`config.mk`:
```
export PLATFORM = sky130hd
export DESIGN_NAME = gray_ptr_cnt
export DESIGN_NICKNAME = d
export VERILOG_FILES = /design/src/rtl/gray_ptr_cnt.sv
export SDC_FILE = /design/constraint.sdc
export NUM_CORES = 1
export LEC_CHECK = 0
export ABC_AREA = 1
export CAP_MARGIN = 20
export CORE_MARGIN = 1
export CORE_UTILIZATION = 39
export DETAILED_ROUTE_END_ITERATION = 12
export DONT_BUFFER_PORTS = 1
export PLACE_DENSITY = 0.54
export SYNTH_ARGS = -nofsm -noshare
export SYNTH_HDL_FRONTEND = slang
export SYNTH_SLANG_ARGS = --single-unit
```
`constraint.sdc`:
```
create_clock -name clk -period 4.85 [get_ports clk]
set_clock_uncertainty 0.15 [all_clocks]
set_input_delay 0.97 -clock clk [delete_from_list [all_inputs] [get_ports clk]]
set_output_delay 0.97 -clock clk [all_outputs]
set_load 0.02 [all_outputs]
```
`src/rtl/gray_ptr_cnt.sv`:
```
// Gray-coded FIFO pointer counter: registered binary/Gray local pointer, peer Gray decode and pointer difference.
// Define GRAY_PTR_SYNC_EN to insert a two-flop synchroniser on rmt_gray ahead of the decode.
module gray_ptr_cnt #(
    parameter int ADDR_W = 4
) (
    input  logic              clk,
    input  logic              rst,
    input  logic              inc,
    input  logic              stop,
    input  logic [ADDR_W:0]   rmt_gray,
    output logic [ADDR_W:0]   ptr_bin,
    output logic [ADDR_W:0]   ptr_gray,
    output logic [ADDR_W-1:0] addr,
    output logic [ADDR_W:0]   rmt_bin,
    output logic [ADDR_W:0]   diff,
    output logic              wrap
);

    localparam int PW = ADDR_W + 1;

    generate
        if (ADDR_W < 2 || ADDR_W > 16) begin : g_bad_width
            $error("gray_ptr_cnt: ADDR_W must be within 2..16");
        end
    endgenerate

    logic          advance;
    logic [PW-1:0] bin_nxt;
    logic [PW-1:0] gray_nxt;
    logic [PW-1:0] rmt_g;
    logic [PW-1:0] rmt_dec;

    // Prefix-XOR from the MSB turns a Gray code back into binary.
    function automatic logic [PW-1:0] gray2bin(input logic [PW-1:0] g);
        logic [PW-1:0] b;
        b[PW-1] = g[PW-1];
        for (int i = PW - 2; i >= 0; i--) begin
            b[i] = b[i+1] ^ g[i];
        end
        return b;
    endfunction

    // NOTE: every signal assigned in always_comb gets a value on every path, so no latch is inferred.
    always_comb begin
        advance  = inc & ~stop;
        bin_nxt  = ptr_bin + PW'(1);
        gray_nxt = bin_nxt ^ (bin_nxt >> 1);
        rmt_dec  = gray2bin(rmt_g);
    end

`ifdef GRAY_PTR_SYNC_EN
    logic [PW-1:0] sync_q1;
    logic [PW-1:0] sync_q2;

    // Two-flop synchroniser; the peer pointer is Gray so at most one bit is in flight.
    always_ff @(posedge clk or posedge rst) begin
        if (rst) begin
            sync_q1 <= '0;
            sync_q2 <= '0;
        end else begin
            sync_q1 <= rmt_gray;
            sync_q2 <= sync_q1;
        end
    end

    assign rmt_g = sync_q2;
`else
    assign rmt_g = rmt_gray;
`endif

    // NOTE: sequential state uses non-blocking assignments so every flop samples pre-edge values.
    always_ff @(posedge clk or posedge rst) begin
        if (rst) begin
            ptr_bin  <= '0;
            ptr_gray <= '0;
            rmt_bin  <= '0;
            diff     <= '0;
            wrap     <= 1'b0;
        end else begin
            if (advance) begin
                ptr_bin  <= bin_nxt;
                ptr_gray <= gray_nxt;
            end
            wrap    <= advance && (addr == '1);
            rmt_bin <= rmt_dec;
            diff    <= ptr_bin - rmt_bin;
        end
    end

    assign addr = ptr_bin[ADDR_W-1:0];

endmodule
```
Yosys cells after proc, flatten, opt, wreduce, memory -nomap -nowiden --
Cells that the tools add are included.
Word-level totals: logic and storage cells 16, flip-flop bits (word level) 21, output and inout port bits 25
Operators by class: reductions and logical operators 1, bitwise operators 7, eq/ne operators 1, add/subtract/negate cells 2
Operators by type and width (number):
- $add A5 B1 Y5 const B | 1
- $sub A5 B5 Y5 | 1
- $xor A5 B4 Y5 | 1
- $eq A4 B4 Y1 const B | 1
- $xor A1 B1 Y1 | 4
- $and A1 B1 Y1 | 1
- $logic_and A1 B1 Y1 | 1
- $not A1 Y1 | 1

Longest topological paths before layout --
depth after elaboration 4, gate-level depth with buffers 7

Worst setup path after synthesis --
OpenSTA, ideal clock, no wires.
kind register to output, start register ptr_bin[2], end output ptr_bin[2], setup slack 2.976 ns, cell stages (with the launch flop) 2, arrival 0.754 ns, cells stage by stage dfrtp_1 -> buf_4
RTL lines:
- start, declared | RTL line 11 | output logic [ADDR_W:0] ptr_bin,
- start signal, assigned | RTL line 81 | ptr_bin <= bin_nxt;
No word-level cell between the ends.

Worst setup path after layout --
start register ptr_bin[2], end output ptr_bin[2]
No word-level cell between the ends.

==> qor.yml <==
grt:
  grt_max_degree: 21
  grt.overflow.total: 0
  antenna_found_initial: 0
  grt_usage_pct: 15.21
  grt_pass1_vias: 695
  grt_pass1_wl_mm: 3.029
setup_path:
  arrival_ns: 1.05
  end_kind: "output pin"
  crit_fanout: 9
  crit_required_ns: 3.73
  start_kind: "flop"
  cp-startpoint: "ptr_bin[2]"
  rr_startpoint: "ptr_bin[0]"
  criticalPathCategory: "flop to output pin"
synthesis:
  synth_top_area_share_pct: 48.78
  synth_top_area_cell: "dfrtp_1"
  synthMuxAreaShare_pct: 0
  synth_area_sq_um: 1026
  synth_compound_area_share_pct: 5.366
  synth_xor_area_share_pct: 5.976
  postSynthAreaPerCell_sq_um: 9.080
  synthSimpleGateAreaFrac_pct: 20.85
  synth_cells: 113
  synth_top_family_by_area: "simple AND/OR/NAND/NOR gates"
  synth.distinct_cells: 18
  yosys_warnings: 0
  ys_top_cells_by_area: "dfrtp_1 (49%), nand2_1 (8.0%), nand3_1 (7.3%)"
  synth_seq_area_share_pct: 48.78
  ys_ff_latch: 20
  syn-num-nets: 128
  synth-adder-area-share_pct: 8.049
final_layout:
  layout_common_cells: "nand2_1 (22), dfrtp_1 (20), inv_1 (18)"
  nets: 128
  drive_gt1_share_pct: 7.143
  fill_cells: 268
  syn2layout_area_growth_pct: 3.537
  n_antenna_cell: 0
  layout_commonest_cell: "nand2_1"
cts:
  htreeDepth: 1
  cts_root_buffer: "clkbuf_4"
  cts_resized: 0
  cts.sinks: 20
  numCtsBuffers: 3
  post-cts-setup-buffers: 0
  cts_buffer_depth: 2
  clock_latency_ns: 0.30
  clk_transition_reported_paths_ns: 0.12
  cts_hold_buf: 0
  tritoncts: "yes"
sta:
  maxSlewHeadroom_pct: 50.68
  finalCritPeriodShare_pct: 44.77
  finalHoldViolations: 0
  max_freq_ghz: 0.4605
  rsz0062_at_grt: "false"
  worstMarginPinSlew_ns: 0.7389
  drv_slew: 0
  fin_crit_ns: 2.171
  finalSetupViolations: 0
  fin_tns_setup_ns: 0
routing:
  first_pass_iters: 4
  drt_iter0_drc: 6
  drc: 0
  avgViaCountPerCell: 4.838
  antenna_left: 0
  wl_per_cell_microns: 12.13
  dr_total_vias: 687
  totalWireLength_mm: 1.722
placement:
  io_buffers: 0
  place_congestion: 0.8210
  hpwlAfterDp_mm: 1.353
min_path:
  hp-class: "flop to flop"
  holdCritStartpoint: "ptr_gray[0]"
power_and_ir_drop:
  p_total_w: 0.0006860
  p_seq_share_pct: 57.0
  power.density_nw_per_um2: 645.8
  clockPowerShare_pct: 14.2
  swShare_pct: 47.66
  leakage_nw: 0.5621
  vdd_ir_drop_max_mv: 0.3342
  p_comb_share_pct: 28.8
  p_int_w: 0.0003591
  switchingPower_w: 0.0003269
floorplanning:
  rows: 18
  die_area_sq_um: 2840
  coreArea_sq_um: 2477
  ios: 34
  initial_core_util_pct: 41.41
  dieWidth_microns: 53.29
  die_y_microns: 53.29
run_status:
  status: "complete, no violations"
flow_run:
  maxCapViolCount: 0
==> cells by family after synthesis <==
family	count (synthesis)
compound gates	10
fa+ha+maj	6
xor+xnor	7
buf+inv	25
simple gates	45
flops	20
==> cell type report <==
class	count	area, sq um	area share (%)
Multi-Input combinational cell	68	412.9	38.87
Clock buffer	4	36.28	3.416
Inverter	20	75.07	7.067
Tap cell	30	37.54	3.534
Sequential cell	20	500.5	47.11
==> flip-flops by register name, indices dropped and copies added, names as in the netlist <==
name / cells
wrap: 1
rmt_bin: 5
ptr_bin: 5
diff: 5
ptr_gray: 4
==> final timing paths <==
path,end,slack [ns],cells after the start
setup / recovery,ptr_bin[2],2.68,0
hold / removal,ptr_gray[0],0.50,2
setup reg to reg,diff[4],2.82,5
hold reg to reg,ptr_gray[0],0.50,2
max in group asynchronous,rmt_bin[4],3.57,1
min in group asynchronous,ptr_bin[1],0.51,1
==> routing by layer <==
metal | GRT usage, % | vias to the layer above | wire length (microns)
met3 | 5.460 | 4 | 156
met5 | 0 | - | 0
met1 | 18.96 | 310 | 728
met2 | 22.71 | 24 | 816
met4 | 7.895 | 0 | 21
li1 | - | 349 | -
==> cells in the mapped netlist, drive strengths merged <==
cell and n:
a21oi 2, buf 5, dfrtp 20, fa 1
ha 5, inv 20, nand2 22, nand3 15
nand4 3, nor2 5, o21ai 6, o21bai 2
xnor2 2, xor2 5
==> stage by stage <==
stage	cells	area, sq um	hold slack, ns	setup slack [ns]	util, %
finish	142	1062	0.4963	2.679	42.88
global route	142	1062	0.5046	2.598	42.88
CTS	142	1062	0.5042	2.653	42.88
detailed placement	138	1026	0.4800	2.857	41.41
global placement	138	1026	0.4671	2.894	41.41
floorplan	113	1026	0.4463	2.976	-
==> tightest hold or removal path, stage by stage (launching register included) <==
cell and delay (ns):
dfrtp_1 0.47, nand2_1 0.09, o21ai_1 0.05
==> power by group through the flow <==
stage / Clock [W] / Sequential [W] / Combinational (W)
floorplan: 0 / 0.000354 / 0.000221
global placement: 0 / 0.000396 / 0.000197
detailed placement: 0 / 0.000398 / 0.000201
CTS: 0.000101 / 0.000394 / 0.000202
global route: 0.000111 / 0.000406 / 0.000236
finish: 0.0000975 / 0.000391 / 0.000198
Note: power is estimated with default switching activity, not from simulation.
